**src/rtl/key_pkg.sv**
```systemverilog
// Shared types and constants for the key debounce/capture front-end.
// Sized for pairing with encoder8x3.
package key_pkg;

   localparam int NUM_KEYS        = 8;
   localparam int DEB_CNT_DEFAULT = 4;

   typedef enum logic {
      IDLE,
      HOLD
   } state_t;

   // Isolate the lowest set bit: two's-complement trick, v & -v.
   function automatic logic [NUM_KEYS-1:0] lowest_one_hot(input logic [NUM_KEYS-1:0] v);
      return v & (~v + {{(NUM_KEYS-1){1'b0}}, 1'b1});
   endfunction

endpackage

```
**src/rtl/key_debounce_capture_if.sv**
```systemverilog
// Key capture bus: raw keys and ack in, held one-hot key, enable and overrun out.
// The slave modport is the capture block; the master modport is the environment.
interface key_debounce_capture_if;
   import key_pkg::*;

   logic [NUM_KEYS-1:0] key_in;
   logic                ack;
   logic [NUM_KEYS-1:0] a;
   logic                en;
   logic                overrun;

   modport master (output key_in, ack, input a, en, overrun);
   modport slave  (input key_in, ack, output a, en, overrun);

endinterface

```
**src/rtl/key_debounce_capture_debounce_bit.sv**
```systemverilog
// One key channel: 2-flop synchronizer followed by a consecutive-cycle debounce counter.
// dout only changes after the synchronized input differs from it for DEB_CNT edges.
module debounce_bit #(
   parameter int DEB_CNT = 4
) (
   input  logic clk,
   input  logic rst,
   input  logic din,
   output logic dout
);

   localparam int CW = $clog2(DEB_CNT + 1);

   logic          sync1;
   logic          sync2;
   logic [CW-1:0] cnt;

   // NOTE: non-blocking (<=) so every flop samples pre-edge values; the sync chain and
   // the counter compare rely on seeing the previous cycle's sync2, not the new one.
   always_ff @(posedge clk or posedge rst) begin
      if (rst) begin
         sync1 <= 1'b0;
         sync2 <= 1'b0;
         cnt   <= '0;
         dout  <= 1'b0;
      end else begin
         sync1 <= din;
         sync2 <= sync1;
         if (sync2 == dout) begin
            cnt <= '0;
         end else if (cnt == CW'(DEB_CNT - 1)) begin
            dout <= sync2;
            cnt  <= '0;
         end else begin
            cnt <= cnt + 1'b1;
         end
      end
   end

endmodule

```
**src/rtl/key_debounce_capture.sv**
```systemverilog
// Debounces eight keys, captures the lowest newly pressed key as a held one-hot word
// for encoder8x3, and releases it on ack. Presses that cannot be captured raise overrun.
module key_debounce_capture
   import key_pkg::*;
#(
   parameter int DEB_CNT = DEB_CNT_DEFAULT
) (
   input logic                   clk,
   input logic                   rst,
   key_debounce_capture_if.slave bus
);

   logic [NUM_KEYS-1:0] deb;
   logic [NUM_KEYS-1:0] deb_prev;
   logic [NUM_KEYS-1:0] rise;
   state_t              state;

   for (genvar i = 0; i < NUM_KEYS; i++) begin : g_deb
      debounce_bit #(.DEB_CNT(DEB_CNT)) u_deb (
         .clk  (clk),
         .rst  (rst),
         .din  (bus.key_in[i]),
         .dout (deb[i])
      );
   end

   // Releases (falling deb) deliberately produce nothing.
   assign rise = deb & ~deb_prev;

   always_ff @(posedge clk or posedge rst) begin
      if (rst) begin
         deb_prev    <= '0;
         state       <= IDLE;
         bus.a       <= '0;
         bus.en      <= 1'b0;
         bus.overrun <= 1'b0;
      end else begin
         deb_prev    <= deb;
         bus.overrun <= 1'b0;
         case (state)
            IDLE: begin
               if (rise != '0) begin
                  bus.a       <= lowest_one_hot(rise);
                  bus.en      <= 1'b1;
                  state       <= HOLD;
                  // More than one bit set means the others are dropped.
                  bus.overrun <= ((rise & (rise - 1'b1)) != '0);
               end
            end
            HOLD: begin
               if (rise != '0) bus.overrun <= 1'b1;
               if (bus.ack) begin
                  bus.a  <= '0;
                  bus.en <= 1'b0;
                  state  <= IDLE;
               end
            end
            default: state <= IDLE;
         endcase
      end
   end

endmodule

```
**src/flat_wrapper.sv**
```systemverilog
// flat-port wrapper written by rule: the top's interface ports become plain ports
module key_debounce_capture_flat import key_pkg::*;
#(
   parameter int DEB_CNT = DEB_CNT_DEFAULT
)
  (clk, rst, bus_key_in, bus_ack, bus_a, bus_en, bus_overrun);
  key_debounce_capture_if bus_i ();
  input logic clk;
  input logic rst;
  input wire logic [$bits(bus_i.key_in)-1:0] bus_key_in;
  input wire logic [$bits(bus_i.ack)-1:0] bus_ack;
  output wire logic [$bits(bus_i.a)-1:0] bus_a;
  output wire logic [$bits(bus_i.en)-1:0] bus_en;
  output wire logic [$bits(bus_i.overrun)-1:0] bus_overrun;
  assign bus_i.key_in = bus_key_in;
  assign bus_i.ack = bus_ack;
  assign bus_a = bus_i.a;
  assign bus_en = bus_i.en;
  assign bus_overrun = bus_i.overrun;
  key_debounce_capture #(.DEB_CNT(DEB_CNT)) u_core (.clk(clk), .rst(rst), .bus(bus_i));
endmodule
```
**config.mk**
```make
export PLATFORM = sky130hd
export DESIGN_NAME = key_debounce_capture_flat
export DESIGN_NICKNAME = d
export VERILOG_FILES = /design/src/rtl/key_pkg.sv /design/src/rtl/key_debounce_capture_if.sv /design/src/rtl/key_debounce_capture_debounce_bit.sv /design/src/rtl/key_debounce_capture.sv /design/src/flat_wrapper.sv
export SDC_FILE = /design/constraint.sdc
export NUM_CORES = 1
export LEC_CHECK = 0
export BUFFER_PORTS_ARGS = -buffer_cell sky130_fd_sc_hd__buf_2
export CORE_UTILIZATION = 30
export CTS_BUF_LIST = sky130_fd_sc_hd__clkbuf_2
export CTS_CLUSTER_DIAMETER = 100
export DETAILED_ROUTE_END_ITERATION = 8
export GPL_TIMING_DRIVEN = 0
export PLACE_DENSITY = 0.5
export SLEW_MARGIN = 20
export SYNTH_ARGS = -nofsm -noshare
export SYNTH_HDL_FRONTEND = slang
export SYNTH_HIERARCHICAL = 1
export SYNTH_SLANG_ARGS = --single-unit
```
**constraint.sdc**
```tcl
create_clock -name clk -period 1.5 [get_ports clk]
set_input_delay 0.3 -clock clk [delete_from_list [all_inputs] [get_ports clk]]
set_output_delay 0.3 -clock clk [all_outputs]
set_load 0.03 [all_outputs]
```
==> results of run 1 <==
logic make-up after synthesis:
kind of cell / after synthesis / share of synthesized area (%)
buffers and inverters: 13 / 1.85
flip-flops: 67 / 63.6
AND/OR/NAND/NOR: 65 / 18.5
multiplexers: 8 / 3.42
XOR/XNOR: 8 / 2.66
adder cells (fa/ha/maj): 8 / 3.80
AO/OA/AOI/OAI: 22 / 6.17
cell usage after synthesis, types with 2 or more instances:
master	n	area (um2)
ha_1	8	100
o21ai_0	4	20.0
mux2_2	8	90.1
a21oi_1	5	25.0
nor3b_1	16	120
nand2b_1	3	18.8
o21ai_1	2	10.0
nor2b_4	9	124
dfrtp_1	67	1680
nand2b_4	2	27.5
nand3b_1	2	15.0
xnor2_1	8	70.1
nand2_1	7	26.3
nor3_1	10	50.1
nor2b_1	4	25.0
inv_1	12	45.0
nor2_1	5	18.8
state kept, by name, summed over array words and instances (netlist names):
signal,cells
u_core/g_deb.u_deb/sync1,8
u_core/g_deb.u_deb/cnt,24
u_core/g_deb.u_deb/dout,8
u_core/bus.a,8
u_core/state,1
u_core/deb_prev,8
u_core/bus.en,1
u_core/g_deb.u_deb/sync2,8
u_core/bus.overrun,1
critical path, delay by kind of cell (launching register included):
kind	cells	cell delay, ns
AND/OR/NAND/NOR	2	0.47
flip-flops	1	0.46
AO/OA/AOI/OAI	3	0.34
buffers and inverters	1	0.20
cells in the final DEF, fill, tap and decap left out, drive strengths merged, types with 2 or more instances in the layout:
cell type	instances
nand2	7
clkinv	4
xnor2	8
clkbuf	13
nand2b	6
bufinv	2
dlygate4sd3	9
mux2	8
inv	12
o21ai	6
nor3b	16
a21oi	5
nor2b	13
dfrtp	67
nor2	5
nand3b	2
ha	8
nor3	10
buf	31
worst paths after layout:
path                                                   from                           end  slack (ns)  cells past startpoint
worst max-delay path             u_core/g_deb[1].u_deb/dout               u_core/bus.a[0]       -0.04                      6
worst min-delay path                                bus_ack               u_core/bus.a[1]        0.16                      3
worst min register to register  u_core/g_deb[3].u_deb/sync1   u_core/g_deb[3].u_deb/sync2        0.36                      0
min in group asynchronous                               rst  u_core/g_deb[5].u_deb/cnt[1]        0.36                      3
max in group asynchronous                               rst            u_core/deb_prev[7]        0.45                      3
worst max register to register   u_core/g_deb[1].u_deb/dout               u_core/bus.a[0]       -0.04                      6
area by class of cell:
class                   instances  area, um2
plain buffers                   1       3.75
clock buffers                  10       50.0
clock inverters                 6       80.1
fillers                       836       5110
inverters                      12       45.0
multi-input cells             111        945
flip-flops and latches         67       1680
well taps                     105        131
repair buffers                 42        293
through the flow:
step,power [mW],TNS (ns)
after detailed placement,4.64,-1.17
after CTS,6.11,-0.00227
final,6.19,-0.147
after global placement,4.60,-1.30
after global routing,6.66,-0.832
after floorplan,4.17,0
routing by layer:
metal / global-route usage [%] / vias to the layer above / part of all wire, %
met5: 0 / - / 0
met4: 4.85 / 0 / 1.4
met3: 4.82 / 6 / 4.0
met2: 16.3 / 21 / 45
met1: 14.6 / 752 / 50
li1: - / 760 / -
repair_timing:
item,4_1_cts,5_1_grt
hold buffers,9,0
cloned,0,0
buffers inserted,8,5
pin swaps,4,3
resized for setup,9,6
endpoints found under the hold margin,56,0
setup endpoints to repair,10,12
where the power goes:
| part | internal [mW] | switching [mW] |
|---|---|---|
| registers | 2.33 | 0.345 |
| logic | 1.15 | 1.19 |
| clock network | 0.549 | 0.618 |
==> metrics.txt, run 1 <==
status finished with violations; violated checks negative setup slack; max-slew violations 0; Primary FF master, synth dfrtp_1; Hold WC Path Type in2reg; CP peak stage delay 0.46 ns; final instance area 3230 um2; skew final 0.0137 ns; WS Path Type reg2reg; Final WS setup -0.0404 ns; maxcap violations 0; CTS H-tree depth 3; number of synthesized flops with an enable pin 0; leakage 1.52 nW; Die Ht 95.7 um; Worst-path clk slew 0.18 ns; final period utilization 103%; ratio of cells with drive above 1 in the final layout 33.7%; fin util 38.7%; antenna cells 0; Post-Layout Cell Count 354; DP Worst Slack -0.195 ns; cts bufs inserted 9; Post-synth ARST share 100%; Syn Area/Cell 13.8 um2; die width 95.7 um; Fin. Hold Viols 0; Area growth syn-to-layout 22.4%; crit path max fanout 4; RSZ-0062 raised after global routing yes; via density per instance 4.35; CP Data Required Time 1.91 ns; die area 9170 um2; CTS tree done; dpl cell area 2870 um2; post-layout minimum cycle time 1.54 ns; initial antenna violation count 0; IO Port Bufs 20; clock latency on the worst-skew pair 0.48 ns; routed len/inst 12.4 um; Least-Margin Pin Slew 0.732 ns; core area 8340 um2; Nets 263; GR Util All Layers 11.3%; Yosys reg bits 67; pwr/cell area 1920 nW/um2; synthesized area 2640 um2; slowest CP cell dfrtp_2; Syn Inst Count 191; GRT Residual Overflow 0; largest net degree at the start of global routing 20; dpl cells 316; drt drc 0; Max IR drop VDD 0.00108 V; worst hold slack 0.163 ns; first-pass GRT wire length 7540 um; CP Launch Type flop; Critical Path Sink Type flop; syn nets 210; Ys Warns 6; routed vias 1539; Site Rows 33; unique cell type count in the Yosys netlist 36; clock sinks 67; 1st-iter DRT viols 59; TritonRoute pass-1 iters 4; final setup fails 4; Clock Path Buffers 2; DP Wirelength 2950 um; clock root buffer master clkbuf_2; fmax 0.649 GHz; ANT nets after route 0; number of global-route vias before repair 1583; relative slew slack 51.1%; Starting Density 31.6%; GPL Wtd Cong 0.711; WP data arrival 1.95 ns; Seq/Total Area, Yosys 63.6%; final WL 4390 um; CP cell instances nand2b_4, o2111ai_4, nor4_4, buf_4, a21oi_2, o21ai_1; I/O pin cnt 21
No activity file was read; power rests on OpenSTA's default activity.
==> run 2: changes to the inputs <==
--- a/config.mk
+++ b/config.mk
@@ -6,6 +6,7 @@
 export NUM_CORES = 1
 export LEC_CHECK = 0
 export BUFFER_PORTS_ARGS = -buffer_cell sky130_fd_sc_hd__buf_2
+export CORE_ASPECT_RATIO = 1.25
 export CORE_UTILIZATION = 30
 export CTS_BUF_LIST = sky130_fd_sc_hd__clkbuf_2
 export CTS_CLUSTER_DIAMETER = 100
==> metrics.txt, run 2 (synthesis gave the netlist of run 1 again) <==
status finished with violations (unchanged); violated checks negative setup slack (unchanged); leakage 1.51 nW (was 1.52 nW); cts bufs inserted 9 (unchanged); largest net degree at the start of global routing 20 (unchanged); CTS tree done (unchanged); final instance area 3230 um2 (unchanged); CP Launch Type flop (unchanged); Die Ht 107 um (was 95.7 um); GRT Residual Overflow 0 (unchanged); first-pass GRT wire length 7710 um (was 7540 um); CP Data Required Time 1.95 ns (was 1.91 ns); most common cell after layout, fill and taps aside dfrtp_1 (unchanged); max-slew violations 0 (unchanged); dpl cells 328 (was 316); Post-Layout Cell Count 366 (was 354); ANT nets after route 0 (unchanged); clock sinks 67 (unchanged); crit path max fanout 8 (was 4); Top reg by flops u_core/g_deb.u_deb/cnt (unchanged); core area 8380 um2 (was 8340 um2); number of global-route vias before repair 1600 (was 1583); Fin. Hold Viols 0 (unchanged); sum of negative setup slack -0.000624 ns (was -0.147 ns); clock latency on the worst-skew pair 0.50 ns (was 0.48 ns); DP Wirelength 3030 um (was 2950 um); antenna cells 0 (unchanged); Starting Density 31.5% (was 31.6%); 1st-iter DRT viols 89 (was 59); via density per instance 4.26 (was 4.35); initial antenna violation count 0 (unchanged); skew final 0.0123 ns (was 0.0137 ns); pwr/cell area 1870 nW/um2 (was 1920 nW/um2); relative slew slack 50.7% (was 51.1%); Least-Margin Pin Slew 0.739 ns (was 0.732 ns); GR Util All Layers 11.4% (was 11.3%); final WL 4420 um (was 4390 um); drt drc 0 (unchanged); post-layout minimum cycle time 1.50 ns (was 1.54 ns); fmax 0.666 GHz (was 0.649 GHz); Worst-path clk slew 0.19 ns (was 0.18 ns); WS Path Type reg2reg (unchanged); final period utilization 100% (was 103%); die area 9170 um2 (about the same); Max IR drop VDD 0.000606 V (was 0.00108 V); Final WS setup -0.000624 ns (was -0.0404 ns); I/O pin cnt 21 (unchanged); Nets 263 (unchanged); TritonRoute pass-1 iters 4 (unchanged); IO Port Bufs 20 (unchanged); maxcap violations 0 (unchanged); final setup fails 1 (was 4); Critical Path Sink Type flop (unchanged); CTS H-tree depth 3 (unchanged); die width 85.8 um (was 95.7 um); Clock Path Buffers 2 (unchanged); most frequent cells in the layout dfrtp_1 (65), buf_2 (17), nor3b_1 (16) (was dfrtp_1 (64), buf_2 (18), nor3b_1 (16)); DP Worst Slack -0.236 ns (was -0.195 ns); RSZ-0062 raised after global routing yes (unchanged); dpl cell area 2880 um2 (was 2870 um2); Area growth syn-to-layout 22.4% (unchanged); ratio of cells with drive above 1 in the final layout 31.7% (was 33.7%); clock root buffer master clkbuf_2 (unchanged); GPL Wtd Cong 0.704 (was 0.711); routed len/inst 12.1 um (was 12.4 um); worst hold slack 0.145 ns (was 0.163 ns); Hold WC Path Type in2reg (unchanged); WP data arrival 1.95 ns (about the same); max reg flops 24 (unchanged); Site Rows 37 (was 33); routed vias 1560 (was 1539)
[run 2: changes by cell type in the layout (fill, tap and decap cells not counted), moves of 2 or more]
cell | before | now
clkbuf_4 | 2 | 0
a21oi_2 | 2 | 0
nor2b_4 | 9 | 11
a21oi_1 | 3 | 5
clkinvlp_4 | 0 | 2
nor2b_2 | 2 | 0
buf_6 | 0 | 2
[run 2: path summary, 6_finish.rpt]
path / start / to / slack [ns] / cells after the start
max in group asynchronous: rst / u_core/bus.a[7] / 0.48 / 3
min in group asynchronous: rst / u_core/g_deb[6].u_deb/sync1 / 0.33 / 3
worst min-delay path: bus_ack / u_core/bus.a[0] / 0.14 / 3
worst max-delay path: u_core/g_deb[1].u_deb/dout / u_core/bus.a[5] / -0.0006 / 6
worst min register to register: u_core/g_deb[0].u_deb/sync1 / u_core/g_deb[0].u_deb/sync2 / 0.37 / 0
worst max register to register: u_core/g_deb[1].u_deb/dout / u_core/bus.a[5] / -0.0006 / 6
[run 2: worst max-delay path: stages, from the launching register on]
cell and delay (ns):
dfrtp_2 0.47, nand2b_4 0.09, o2111ai_4 0.15, nor4_4 0.32, buf_6 0.17, a21o_1 0.14
a22o_1 0.12
[run 2: area by class of cell]
| class | count | area, um2 |
|---|---|---|
| fillers | 821 | 5150 |
| flip-flops and latches | 67 | 1680 |
| multi-input cells | 111 | 937 |
| repair buffers | 42 | 303 |
| well taps | 117 | 146 |
| clock inverters | 7 | 68.8 |
| clock buffers | 9 | 45.0 |
| inverters | 12 | 45.0 |
| plain buffers | 1 | 3.75 |
[run 2: timing repair]
action	CTS	global route
buffers inserted	10	3
gates cloned	0	0
hold endpoints to repair	66	0
setup endpoints to repair	11	13
pin swaps	3	2
resized for setup	6	11
hold buffers	9	0
[run 2: report_power, final]
part | total [mW] | leakage [nW] | internal [mW] | switching, mW
registers | 2.66 | 0.835 | 2.32 | 0.338
clock network | 1.03 | 0.0677 | 0.377 | 0.654
logic | 2.34 | 0.605 | 1.16 | 1.18
total | 6.03 | 1.51 | 3.86 | 2.17
[run 2: metal layers]
metal  track usage (%)  share of wire, %
met5                 0                 0
met4              7.86               2.8
met3              3.16               3.8
met2              17.3                47
met1              13.9                46
[run 2: through the flow]
stage / power (mW) / util [%]
floorplan: 4.17 / -
global placement: 4.60 / 34.4
detailed placement: 4.64 / 34.4
CTS: 5.97 / 37.9
global route: 6.51 / 38.5
finish: 6.03 / 38.5
==> run 3: changes to the inputs <==
--- a/config.mk
+++ b/config.mk
@@ -5,6 +5,7 @@
 export SDC_FILE = /design/constraint.sdc
 export NUM_CORES = 1
 export LEC_CHECK = 0
+export ABC_AREA = 1
 export BUFFER_PORTS_ARGS = -buffer_cell sky130_fd_sc_hd__buf_2
 export CORE_ASPECT_RATIO = 1.25
 export CORE_UTILIZATION = 30
==> metrics.txt, run 3 <==
Crit Reg-Reg Endpoint u_core/bus.a[2] (was u_core/bus.a[5]); clock root buffer master clkbuf_2 (unchanged); Fin. Hold Viols 0 (unchanged); most common cell after layout, fill and taps aside nand2_1 (was dfrtp_1); Syn Inst Count 312 (was 191); antenna cells 0 (unchanged); Seq/Total Area, Yosys 58.8% (was 63.6%); Max IR drop VDD 0.000378 V (was 0.000606 V); most frequent cell after synthesis nand2_1 (was dfrtp_1); area leader, netlist dfrtp_1 (unchanged); syn nets 331 (was 210); fmax 0.722 GHz (was 0.666 GHz); RSZ-0062 raised after global routing no (was yes); crit path max fanout 2 (was 8); WS Path Type reg2out (was reg2reg); initial antenna violation count 0 (unchanged); GPL Wtd Cong 0.723 (was 0.704); Largest delay share family, worst path flip-flops (unchanged); synth cell count leaders nand2_1 (73), dfrtp_1 (67), inv_1 (66) (was dfrtp_1 (67), nor3b_1 (16), inv_1 (12)); sum of negative setup slack 0 ns (was -0.000624 ns); Nets 372 (was 263); ratio of cells with drive above 1 in the final layout 20.4% (was 31.7%); CP Data Required Time 1.20 ns (was 1.95 ns); final period utilization 92.3% (was 100%); Ys Warns 6 (unchanged); via density per instance 3.95 (was 4.26); slowest CP cell dfrtp_1 (was dfrtp_2); maxcap violations 0 (unchanged); final setup fails 0 (was 1); Primary FF master, synth dfrtp_1 (unchanged); unique cell type count in the Yosys netlist 17 (was 36); Reg2Reg Setup Slack 0.19 ns (was -0.0006 ns); pwr/cell area 1740 nW/um2 (was 1870 nW/um2); Area growth syn-to-layout 15.9% (was 22.4%); final WL 4300 um (was 4420 um); relative slew slack 52.2% (was 50.7%); CTS H-tree depth 3 (unchanged); Critical Path Sink Type primary output (was flop); Syn Area/Cell 9.13 um2 (was 13.8 um2); 1st-iter DRT viols 37 (was 89); max reg flops 24 (unchanged); cts bufs inserted 9 (unchanged); Reg-to-Reg Start u_core/g_deb[0].u_deb/dout (was u_core/g_deb[1].u_deb/dout); Hold WC Path Type in2async (was in2reg); ANT nets after route 0 (unchanged); clock latency on the worst-skew pair 0.49 ns (was 0.50 ns); I/O pin cnt 21 (unchanged); Post-Layout Cell Count 480 (was 366); fill cell count 990 (was 821); largest net degree at the start of global routing 20 (unchanged); most frequent cells in the layout nand2_1 (73), dfrtp_1 (67), inv_1 (66) (was dfrtp_1 (65), buf_2 (17), nor3b_1 (16)); leakage 1.83 nW (was 1.51 nW); TritonRoute pass-1 iters 4 (unchanged); max-slew violations 0 (unchanged); first-pass GRT wire length 7740 um (was 7710 um); Least-Margin Pin Slew 0.716 ns (was 0.739 ns); synth top area cells dfrtp_1 (59%), nand2_1 (9.6%), inv_1 (8.7%) (was dfrtp_1 (64%), nor2b_4 (4.7%), nor3b_1 (4.6%)); number of synthesized flops with an enable pin 0 (unchanged); die area 9890 um2 (was 9170 um2); CTS tree done (unchanged); routed len/inst 8.96 um (was 12.1 um); CP peak stage delay 0.42 ns (was 0.47 ns); skew final 0.0195 ns (was 0.0123 ns); Starting Density 31.1% (was 31.5%); die width 89.2 um (was 85.8 um); reg2reg path depth 8 (was 6); total power 5.75 mW (was 6.03 mW); Worst-path clk slew 0.17 ns (was 0.19 ns); status completed (was finished with violations); core area 9170 um2 (was 8380 um2); Clock Path Buffers 2 (unchanged); GR Util All Layers 10.4% (was 11.4%); Die Ht 111 um (was 107 um); clock sinks 67 (unchanged); Top reg by flops u_core/g_deb.u_deb/cnt (unchanged); CP Buf/Inv Count 1 (unchanged); Post-synth ARST share 100% (unchanged); WP data arrival 1.08 ns (was 1.95 ns); drt drc 0 (unchanged); routed vias 1894 (was 1560); DP Wirelength 3200 um (was 3030 um); CP Launch Type flop (unchanged); Site Rows 39 (was 37); Yosys reg bits 67 (unchanged); GRT Residual Overflow 0 (unchanged); post-layout minimum cycle time 1.38 ns (was 1.50 ns); synthesized area 2850 um2 (was 2640 um2); dpl cells 455 (was 328); IO Port Bufs 20 (unchanged); post-synth top area share 58.8% (was 63.6%); number of global-route vias before repair 1859 (was 1600); CP cell instances buf_2 (was nand2b_4, o2111ai_4, nor4_4, buf_6, a21o_1, a22o_1)
## run 3: layer usage
metal  track usage [%]  up-vias  part of all wire [%]
met5                 0        -                     0
met4              5.40        0                   2.4
met3              4.24        6                   3.8
met2              16.2       27                    48
met1              12.0      861                    46
li1                  -     1000                     -
## run 3: how the worst max path moves through the flow
stage / start / to / slack (ns) / cells past startpoint
5_1_grt: u_core/bus.en / bus_en / 0.005 / 1
4_1_cts: u_core/bus.a[2] / bus_a[2] / 0.05 / 1
3_3_place_gp: u_core/g_deb[0].u_deb/dout / u_core/bus.overrun / 0.21 / 8
6_report: u_core/bus.a[2] / bus_a[2] / 0.12 / 1
3_5_place_dp: u_core/g_deb[0].u_deb/dout / u_core/bus.a[7] / 0.19 / 8
2_1_floorplan: u_core/g_deb[3].u_deb/dout / u_core/bus.a[7] / 0.32 / 8
## run 3: cell families (layout without fill, tap and decap cells)
logic type	Yosys count	in the layout	synth area share (%)
and+or+nand+nor	164	164	27.6
DFF	67	67	58.8
buffers and inverters	71	116	9.66
adders and majority gates	8	8	3.51
AOI/OAI and AO/OA	2	2	0.351
## run 3: cell type report
class / count / area (um2) / share of cell area (%)
clock buffer: 11 / 55.1 / 1.67
sequential: 67 / 1680 / 50.8
timing repair buffer: 30 / 200 / 6.07
tap: 123 / 154 / 4.66
clock inverter: 4 / 42.5 / 1.29
buffer: 2 / 16.3 / 0.493
inverter: 69 / 259 / 7.85
multi-input combinational: 174 / 897 / 27.2
## run 3: what timing repair did
action                                 CTS  global route
gates resized for setup                  0             0
setup buffers                            0             0
endpoints found under the hold margin   75             0
hold buffers                            10             0
## run 3: per-stage QoR
stage                     hold slack (ns)  cell area [um2]  utilization [%]  setup slack (ns)
after floorplan                    0.0910             2850                -             0.323
after global placement              0.333             3100             33.8             0.208
after detailed placement            0.336             3100             33.8             0.185
after CTS                           0.290             3300             36.0            0.0473
after global routing                0.286             3300             36.0           0.00489
final                               0.333             3300             36.0             0.115
## run 3: where the power goes
| part | internal (mW) | switching (mW) |
|---|---|---|
| logic | 0.801 | 1.40 |
| registers | 2.30 | 0.288 |
| clock network | 0.378 | 0.578 |
| total | 3.48 | 2.27 |
